**src/rtl/cnn_sdiv_25s_14s_seq.sv**
```systemverilog
// rtl/cnn_sdiv_25s_14s_seq.sv - sequential 25s/14s signed divider, restoring, one quotient bit per cycle
// Optional feature macro: CNN_SDIV_DBZ_FLAG_EN adds the dbz (divide-by-zero) output.
module cnn_sdiv_25s_14s_seq #(
  parameter int unsigned ID         = 32'd1,
  parameter int          din0_WIDTH = 25,
  parameter int          din1_WIDTH = 14
) (
  input  logic                  ap_clk,
  input  logic                  ap_rst,
  input  logic                  ap_start,
  output logic                  ap_ready,
  output logic                  ap_idle,
  output logic                  ap_done,
  input  logic [din0_WIDTH-1:0] din0,
  input  logic [din1_WIDTH-1:0] din1,
  output logic [din0_WIDTH-1:0] dout,
  output logic [din1_WIDTH-1:0] rem
`ifdef CNN_SDIV_DBZ_FLAG_EN
  ,
  output logic                  dbz
`endif
);

  localparam logic [1:0] S_IDLE = 2'd0;
  localparam logic [1:0] S_CALC = 2'd1;
  localparam logic [1:0] S_FIX  = 2'd2;
  localparam logic [1:0] S_DONE = 2'd3;

  logic [1:0]  state;
  logic [4:0]  cnt;
  logic [25:0] dividend_abs;
  logic [13:0] divisor_abs;
  logic        sign0;
  logic        sign1;
  logic        div_zero;
  logic [24:0] quo;
  logic [13:0] part;

  logic [25:0] din0_sext;
  logic [25:0] din0_abs;
  logic [13:0] din1_abs;
  logic [14:0] part_sh;
  logic        step_ge;
  logic [13:0] part_sub;
  logic        capture;
  logic        unused_id;

  // ID is only an instance tag
  assign unused_id = ^ID;

  // Magnitudes of the incoming operands; 26 bits so that |-2^24| is representable
  assign din0_sext = {din0[24], din0};
  assign din0_abs  = din0[24] ? (26'd0 - din0_sext) : din0_sext;
  assign din1_abs  = din1[13] ? (14'd0 - din1) : din1;

  // One restoring step: bring in the next dividend bit, subtract if it fits.
  // The partial remainder is always below the divisor, so the difference fits 14 bits.
  assign part_sh  = {part, dividend_abs[cnt]};
  assign step_ge  = (part_sh >= {1'b0, divisor_abs});
  assign part_sub = part_sh[13:0] - divisor_abs;

  // Handshake decode; reset wins over a start in the same cycle
  assign capture  = (state == S_IDLE) && ap_start && !ap_rst;
  assign ap_ready = capture;
  assign ap_idle  = (state == S_IDLE);
  assign ap_done  = (state == S_DONE);

`ifdef CNN_SDIV_DBZ_FLAG_EN
  // Flag a zero divisor alongside the result
  assign dbz = (state == S_DONE) && div_zero;
`endif

  // Control FSM, operand capture and the iterative quotient/remainder datapath
  always_ff @(posedge ap_clk) begin
    if (ap_rst) begin
      state        <= S_IDLE;
      cnt          <= 5'd0;
      dividend_abs <= 26'd0;
      divisor_abs  <= 14'd0;
      sign0        <= 1'b0;
      sign1        <= 1'b0;
      div_zero     <= 1'b0;
      quo          <= 25'd0;
      part         <= 14'd0;
    end else begin
      case (state)
        S_IDLE: begin
          if (capture) begin
            dividend_abs <= din0_abs;
            divisor_abs  <= din1_abs;
            sign0        <= din0[24];
            sign1        <= din1[13];
            div_zero     <= (din1 == 14'd0);
            quo          <= 25'd0;
            part         <= 14'd0;
            cnt          <= 5'd24;
            state        <= S_CALC;
          end
        end
        S_CALC: begin
          quo <= {quo[23:0], step_ge};
          if (step_ge) begin
            part <= part_sub;
          end else begin
            part <= part_sh[13:0];
          end
          if (cnt == 5'd0) begin
            state <= S_FIX;
          end else begin
            cnt <= cnt - 5'd1;
          end
        end
        S_FIX: begin
          state <= S_DONE;
        end
        S_DONE: begin
          state <= S_IDLE;
        end
        default: begin
          state <= S_IDLE;
        end
      endcase
    end
  end

  // Sign correction and result registers; results only change in the FIX cycle
  always_ff @(posedge ap_clk) begin
    if (ap_rst) begin
      dout <= 25'd0;
      rem  <= 14'd0;
    end else if (state == S_FIX) begin
      if (div_zero) begin
        dout <= 25'h1FFFFFF;
        rem  <= 14'd0;
      end else begin
        dout <= (sign0 ^ sign1) ? (25'd0 - quo) : quo;
        rem  <= sign0 ? (14'd0 - part) : part;
      end
    end
  end

endmodule
```
**config.mk**
```make
export PLATFORM = sky130hd
export DESIGN_NAME = cnn_sdiv_25s_14s_seq
export DESIGN_NICKNAME = d
export VERILOG_FILES = /design/src/rtl/cnn_sdiv_25s_14s_seq.sv
export SDC_FILE = /design/constraint.sdc
export NUM_CORES = 1
export LEC_CHECK = 0
export BUFFER_PORTS_ARGS = -buffer_cell sky130_fd_sc_hd__buf_4
export CORE_ASPECT_RATIO = 0.5
export CORE_MARGIN = 2
export CORE_UTILIZATION = 59
export DETAILED_ROUTE_END_ITERATION = 10
export HOLD_SLACK_MARGIN = 0.03
export PLACE_DENSITY = 0.87
export SYNTH_ARGS = -nofsm -noshare
export SYNTH_HDL_FRONTEND = slang
export SYNTH_SLANG_ARGS = --single-unit
```
**constraint.sdc**
```tcl
create_clock -name ap_clk -period 4.2 [get_ports ap_clk]
set_input_delay 0.84 -clock ap_clk [delete_from_list [all_inputs] [get_ports ap_clk]]
set_output_delay 0.84 -clock ap_clk [all_outputs]
set_load 0.1 [all_outputs]
```
# After elaboration in Yosys (flattened, before gate mapping)
# Cells that the tools add are included.
# Widths: inputs -> output; s select.
# word_totals
output_inout_bits	42
wordCells	56
input_bits	42
regBits	128
# classes
order_cmp	2
n_reduce_logical	11
n_eq_ne	6
n_addsub	6
n_bitwise	1
muxes	19
# op_table
op	count
$mux 25	3
$mux 14	5
$pmux 25 s2	1
$pmux 14 s2	1
$sub 1x14->14 const A	2
$mux 26	1
$sub 1x25->26 const A	1
$sub 1x25->25 const A	1
$ge 15x14->1	1
$logic_not 14->1	1
$sub 14x14->14	1
$mux 5	2
$pmux 5 s2	1
$pmux 2 s4	1
$lt 5x6->1 const B	1
$ne 2x2->1 const B	3
$reduce_and 2->1	3
$bmux 1 s5	1
$logic_not 5->1	1
$sub 5x1->5 const B	1
$eq 2x2->1 const B	2
$mux 2	2
$reduce_and 3->1	1
$eq 2x1->1 const B	1
6 further kinds	7

# Longest topological paths before layout
# Gate-level depths: netlist of the first run.
# logic_depth
depth_word	5
ltp_mapped	16
ltp_nobuf	15

# Worst setup path before layout of the first run
# Ideal clock, no wire load.
# synth_path
kind	reg-to-reg
from	reg cnt[0]
to	reg part[8]
setup_slack_ps	673
path_stages_with_launch	15
setup_time_ps	128
synth_period_minus_slack_ps	3527
arrival_ps	3399
path_cell_list	dfxtp_1 > buf_2 > mux4_2 > mux4_2 > mux2i_1 > ha_1 > inv_1 > fa_1 > a21oi_1 > o21ai_0 > a2111oi_0 > nor3_1 > xor2_1 > mux2i_1 > o21ai_0
# synth_via
elab_chain_len	5
elab_cells_between_ends	6
# synth_lines
item	line	source
from (decl)	30	logic [4:0] cnt;
from (signal assigned)	110	cnt <= cnt - 5'd1;
$bmux 1 s5 (*)	58	assign part_sh = {part, dividend_abs[cnt]};
$mux 1 (implied by the code) (*)	58	
$sub 14x14->14 or $ge 15x14->1 (tied branches)	60, 59	
$mux 14 (*)	102	if (step_ge) begin
$pmux 14 s2 (*)	86	case (state)
to (signal assigned)	103	part <= part_sub;
to (signal assigned)	105	part <= part_sh[13:0];
to (decl)	37	logic [13:0] part;
# Mark *: on every way between the ends. The rest lies on a longest branch, timed or not. The select of a mux whose other input is x is not followed.
# A chain may end at the register's enable or synchronous reset.

# Worst setup path after layout of the first run
# Same ends and word-level chain as after synthesis.

==> results of run 1 <==
critical path, cell delays in order, from the launching register on:
cell	delay [ps]
dfxtp_1	490
mux4_2	560
mux4_2	470
mux2i_1	220
ha_1	210
inv_1	60
fa_1	390
a21oi_1	210
o21ai_0	140
a2111oi_0	410
nor3_1	120
xor2_1	150
mux2i_1	120
o21ai_0	80
power by group through the flow:
stage               Combinational (mW)  Clock, mW  Sequential, mW
floorplan                         1.79          0            2.21
global placement                  2.89          0            1.67
detailed placement                2.93          0            1.68
CTS                               2.95       1.51            1.66
global route                      3.22       1.57            1.69
finish                            2.97       1.50            1.66
flip-flops by register name (all words and copies together) (netlist names):
| signal | count |
|---|---|
| cnt | 5 |
| div_zero | 1 |
| dividend_abs | 26 |
| divisor_abs | 14 |
| dout | 25 |
| part | 14 |
| quo | 25 |
| rem | 14 |
| sign0 | 1 |
| sign1 | 1 |
| state | 2 |
logic make-up (layout without fill, tap and decap cells):
logic type,after synthesis,count (layout),synth area share
AO/OA/AOI/OAI,245,245,0.233
buffers and inverters,96,166,0.0525
AND/OR/NAND/NOR,271,271,0.178
XOR/XNOR,71,71,0.0884
flip-flops,128,128,0.364
multiplexers,18,18,0.0381
adder cells (fa/ha/maj),25,25,0.0455
through the flow:
step | area [um2] | hold slack (ps) | worst slack [ps]
after floorplan | 7040 | 420 | 673
after global placement | 7720 | 441 | 546
after detailed placement | 7720 | 457 | 438
after CTS | 8320 | 466 | 432
after global routing | 8320 | 486 | 170
final | 8320 | 465 | 434
cell usage in the layout (no fill, tap or decap), types with 19 or more instances in the layout:
cell	instances
a211oi_1	54
a21oi_1	49
a22oi_1	35
buf_4	91
dfxtp_1	128
ha_1	24
inv_1	43
nand2_1	58
nor2_1	124
o21ai_0	44
o31ai_1	19
xnor2_1	24
xor2_1	47
path summary, 6_finish.rpt:
kind	from	end	slack, ps	cells past startpoint
worst max-delay path	cnt[0]$_SDFFE_PP0P_	part[8]$_SDFFE_PP0P_	430	13
worst min-delay path	dividend_abs[23]$_SDFFE_PP0P_	dividend_abs[23]$_SDFFE_PP0P_	470	2
worst max register to register	cnt[0]$_SDFFE_PP0P_	part[8]$_SDFFE_PP0P_	430	13
worst min register to register	dividend_abs[23]$_SDFFE_PP0P_	dividend_abs[23]$_SDFFE_PP0P_	470	2
layer usage:
metal / global-route usage / vias up / wire, um
met5: 0 / - / 0
met4: 0.0721 / 0 / 177
met3: 0.0566 / 18 / 1170
met2: 0.411 / 248 / 7720
met1: 0.380 / 2981 / 8110
li1: - / 3191 / -
layout make-up:
class / count / area share
Multi-Input combinational cell: 630 / 0.494
Sequential cell: 128 / 0.308
Timing Repair Buffer: 91 / 0.0821
Clock buffer: 17 / 0.0511
Tap cell: 165 / 0.0248
Clock inverter: 15 / 0.0210
Inverter: 43 / 0.0194
==> impl_metrics.env, run 1 <==
export IMPL_seq_area_mm2=0.00256
export IMPL_place_inst=1057
export IMPL_avgSynthCellArea_um2=8.24
export IMPL_post_cts_resized=0
export IMPL_required_ps=4490
export IMPL_finalPower_mw=6.13
export IMPL_vdd_drop_max_uv=415
export IMPL_multi_input_area_mm2=0.00411
export IMPL_drv_slew=0
export IMPL_status="finished clean"
export IMPL_cts_htree_levels=4
export IMPL_fp_dieH_um=81.2
export IMPL_comb_power_share=0.484
export IMPL_gp_congestion=0.926
export IMPL_routedWlPerCell_um=15.8
export IMPL_chipWidth_um=158
export IMPL_yosysMostFrequentCell="dfxtp_1"
export IMPL_grt_max_degree=86
export IMPL_swShare=0.462
export IMPL_path_clk_slew_ps=60
export IMPL_min_period_ps=3770
export IMPL_yosysSeqAreaShare=0.364
export IMPL_antenna_violating_nets_post_route=0
export IMPL_wirelength_um=17200
export IMPL_rsz0062_at_grt="no"
export IMPL_tightest_slew_ps=1200
export IMPL_p_leak_nw=3.21
export IMPL_avgViaCountPerCell=5.91
export IMPL_grt_overflow_total=0
export IMPL_finalClockSkew_ps=11.6
export IMPL_clock_sinks=128
export IMPL_p_per_area_mw_per_mm2=737
export IMPL_num_vias=6438
export IMPL_final_util=0.709
export IMPL_place_port_buffers=83
export IMPL_final_cells=1089
export IMPL_ys_seq_elements=128
export IMPL_synth_area_leader_cell="dfxtp_1"
export IMPL_postCtsSetupBuffers=0
export IMPL_rows=28
export IMPL_numCtsBuffers=17
export IMPL_grt_antenna_before_repair=0
export IMPL_path_max_fanout=5
export IMPL_ctsHoldBuffers=0
export IMPL_setup_viol=0
export IMPL_antennaDiodeCount=0
export IMPL_grt_pass1_vias=5570
export IMPL_relSlewSlack=0.198
export IMPL_drtIter0Drc=547
export IMPL_dr_pass1_iters=6
export IMPL_fp_dieArea_mm2=0.0129
export IMPL_finalHoldViolations=0
export IMPL_syn_to_final_growth_pct=18.3
export IMPL_fmax_ghz=0.266
export IMPL_synth_top_cells_by_area="dfxtp_1 (36%), nor2_1 (6.7%), xor2_1 (5.9%)"
export IMPL_syn_instance_count=854
export IMPL_crit_path_end_kind="register"
export IMPL_p_int_mw=3.30
export IMPL_coreArea_mm2=0.0117
export IMPL_syn_cell_area_mm2=0.00704
export IMPL_synth_edf_count=0
export IMPL_dpl_hpwl_um=11900
export IMPL_fillers=931
export IMPL_ys_warn_count=0
export IMPL_cts_buffer_depth=2
export IMPL_grt_pass1_wl_um=27200
export IMPL_worstSetupPathType="register to register"
export IMPL_grt_usage=0.267
export IMPL_clockPowerShare=0.245
export IMPL_synth_ff_type="dfxtp_1"
export IMPL_hold_path_class="register to register"
export IMPL_clockRootBuffer="clkbuf_16"
export IMPL_cp_start_kind="register"
export IMPL_p_switching_mw=2.83
export IMPL_drc_errors=0
export IMPL_initial_core_util=0.599
export IMPL_arrival_ps=4050
export IMPL_synthArstFlopShare=0
export IMPL_fin_tns_setup_ps=0
export IMPL_pin_count=84
export IMPL_seqPwrFrac=0.271
export IMPL_ys_types=60
export IMPL_maxCapViolations=0
export IMPL_period_share=0.897
export IMPL_synth_common_cells="dfxtp_1 (128), nor2_1 (125), nand2_1 (58)"
export IMPL_synth_top_area_frac=0.364
export IMPL_drive_above_1_share=0.153
export IMPL_synthesis_nets=921
export IMPL_nNetsFinal=978
export IMPL_clk_latency_ps=420
export IMPL_cts_tree="done"
Power figures use the tool's default switching activity.
==> run 2, diff against run 1 <==
--- a/config.mk
+++ b/config.mk
@@ -11,7 +11,9 @@
 export CORE_UTILIZATION = 59
 export DETAILED_ROUTE_END_ITERATION = 10
 export HOLD_SLACK_MARGIN = 0.03
+export MAX_ROUTING_LAYER = met4
 export PLACE_DENSITY = 0.87
+export SLEW_MARGIN = 20
 export SYNTH_ARGS = -nofsm -noshare
 export SYNTH_HDL_FRONTEND = slang
 export SYNTH_SLANG_ARGS = --single-unit
==> run 2 against run 1 <==
Effect of this change: clock skew fell by 1.9 ps; register-to-register slack got worse by 20 ps; routed wire length rose by 1.7%; non-clock buffer count rose by 1; final area barely moved; utilization rose by 0.053 points; cell count barely moved; power fell by 0.10%; combinational power barely moved; via count fell by 0.42%; critical endpoint unchanged; highest routed layer unchanged.
==> impl_metrics.env, run 2 (synthesized netlist as in run 1, its figures left out) <==
export IMPL_status="finished clean"
export IMPL_wirelength_um=17500
export IMPL_relSlewSlack=0.519
export IMPL_place_port_buffers=83
export IMPL_finalClockSkew_ps=9.65
export IMPL_mostFrequentLayoutCells="dfxtp_1 (128), nor2_1 (124), buf_4 (92), nand2_1 (58), a211oi_1 (54)"
export IMPL_antennaDiodeCount=0
export IMPL_postCtsSetupBuffers=0
export IMPL_crit_path_end_kind="register"
export IMPL_path_max_fanout=5
export IMPL_fp_dieArea_mm2=0.0129
export IMPL_dr_pass1_iters=6
export IMPL_critPathMaxStageDelay_ps=570
export IMPL_rrSetupSlack_ps=410
export IMPL_coreArea_mm2=0.0117
export IMPL_cp_top_family="multiplexers"
export IMPL_avgViaCountPerCell=5.88
export IMPL_finalHoldViolations=0
export IMPL_rows=28
export IMPL_worstSetupPathType="register to register"
export IMPL_gp_congestion=0.948
export IMPL_largest_register="dividend_abs"
export IMPL_multi_input_area_mm2=0.00411
export IMPL_path_cells="mux4_2 > mux4_2 > mux2i_1 > ha_1 > inv_1 > fa_1 > a21oi_1 > o21ai_0 > a2111oi_0 > nor3_1 > xor2_1 > mux2i_1 > o21ai_0"
export IMPL_fin_tns_setup_ps=0
export IMPL_fp_dieH_um=81.2
export IMPL_cts_buffer_depth=2
export IMPL_num_vias=6411
export IMPL_drive_above_1_share=0.154
export IMPL_cp_start_kind="register"
export IMPL_seq_area_mm2=0.00256
export IMPL_maxCapViolations=0
export IMPL_finalPower_mw=6.13
export IMPL_pin_count=84
export IMPL_grt_usage=0.287
export IMPL_grt_max_degree=73
export IMPL_drv_slew=0
export IMPL_drtIter0Drc=597
export IMPL_final_common_cell="dfxtp_1"
export IMPL_cts_tree="done"
export IMPL_dpl_hpwl_um=12000
export IMPL_worst_path_buf_inv=1
export IMPL_drc_errors=0
export IMPL_chipWidth_um=158
export IMPL_required_ps=4490
export IMPL_fmax_ghz=0.264
export IMPL_syn_to_final_growth_pct=18.4
export IMPL_initial_core_util=0.599
export IMPL_p_per_area_mw_per_mm2=736
export IMPL_tightest_slew_ps=719
export IMPL_post_cts_resized=0
export IMPL_arrival_ps=4080
export IMPL_largest_reg_flops=26
export IMPL_ctsHoldBuffers=0
export IMPL_grt_overflow_total=0
export IMPL_fillers=946
export IMPL_clockRootBuffer="clkbuf_16"
export IMPL_whs_ps=450
export IMPL_numCtsBuffers=17
export IMPL_grt_antenna_before_repair=0
export IMPL_p_leak_nw=3.21
export IMPL_vdd_drop_max_uv=415
export IMPL_grt_pass1_vias=5758
export IMPL_hold_path_class="register to register"
export IMPL_period_share=0.901
export IMPL_setup_viol=0
export IMPL_cp_slowest_cell="mux4_2"
export IMPL_min_period_ps=3790
export IMPL_reg_largest_list="dividend_abs: 26 flops, dout: 25 flops, quo: 25 flops"
export IMPL_rsz0062_at_grt="no"
export IMPL_clock_sinks=128
export IMPL_clk_latency_ps=420
export IMPL_cts_htree_levels=4
export IMPL_nNetsFinal=979
export IMPL_antenna_violating_nets_post_route=0
export IMPL_routedWlPerCell_um=16.0
export IMPL_grt_pass1_wl_um=28300
export IMPL_path_clk_slew_ps=60
run 2: tightest hold or removal path: stages, from the launching register on:
cell and delay (ps):
dfxtp_1 300, nand2_1 50, a21oi_1 50
run 2: final cells by class:
cell class | count | share of cell area
clock buffer | 18 | 0.0527
timing repair buffer | 92 | 0.0829
tap | 165 | 0.0248
inverter | 43 | 0.0194
multi-input combinational | 630 | 0.494
clock inverter | 14 | 0.0186
sequential | 128 | 0.308
run 2: final timing paths:
| path | start | endpoint | depth (start not counted) |
|---|---|---|---|
| setup / recovery | cnt[0]$_SDFFE_PP0P_ | part[8]$_SDFFE_PP0P_ | 13 |
| hold / removal | dividend_abs[23]$_SDFFE_PP0P_ | dividend_abs[23]$_SDFFE_PP0P_ | 2 |
| setup reg to reg | cnt[0]$_SDFFE_PP0P_ | part[8]$_SDFFE_PP0P_ | 13 |
| hold reg to reg | dividend_abs[23]$_SDFFE_PP0P_ | dividend_abs[23]$_SDFFE_PP0P_ | 2 |
run 2: metrics by stage:
stage	std cells	util	cell area (um2)	setup slack, ps
after floorplan	854	-	7040	673
after global placement	1058	0.659	7730	529
after detailed placement	1058	0.659	7730	420
after CTS	1090	0.710	8330	361
after global routing	1090	0.710	8330	39.6
final	1090	0.710	8330	414
run 2: routing by layer:
metal  track usage  share of wire
met1         0.393           0.48
met2         0.438           0.45
met3        0.0464          0.061
met4        0.0919          0.015
met5             -              0
run 2: power by group:
group	internal, mW	switching, mW	total (mW)	leakage, nW
Sequential	1.45	0.217	1.67	1.04
Clock	0.898	0.578	1.48	0.293
Combinational	0.961	2.02	2.98	1.87
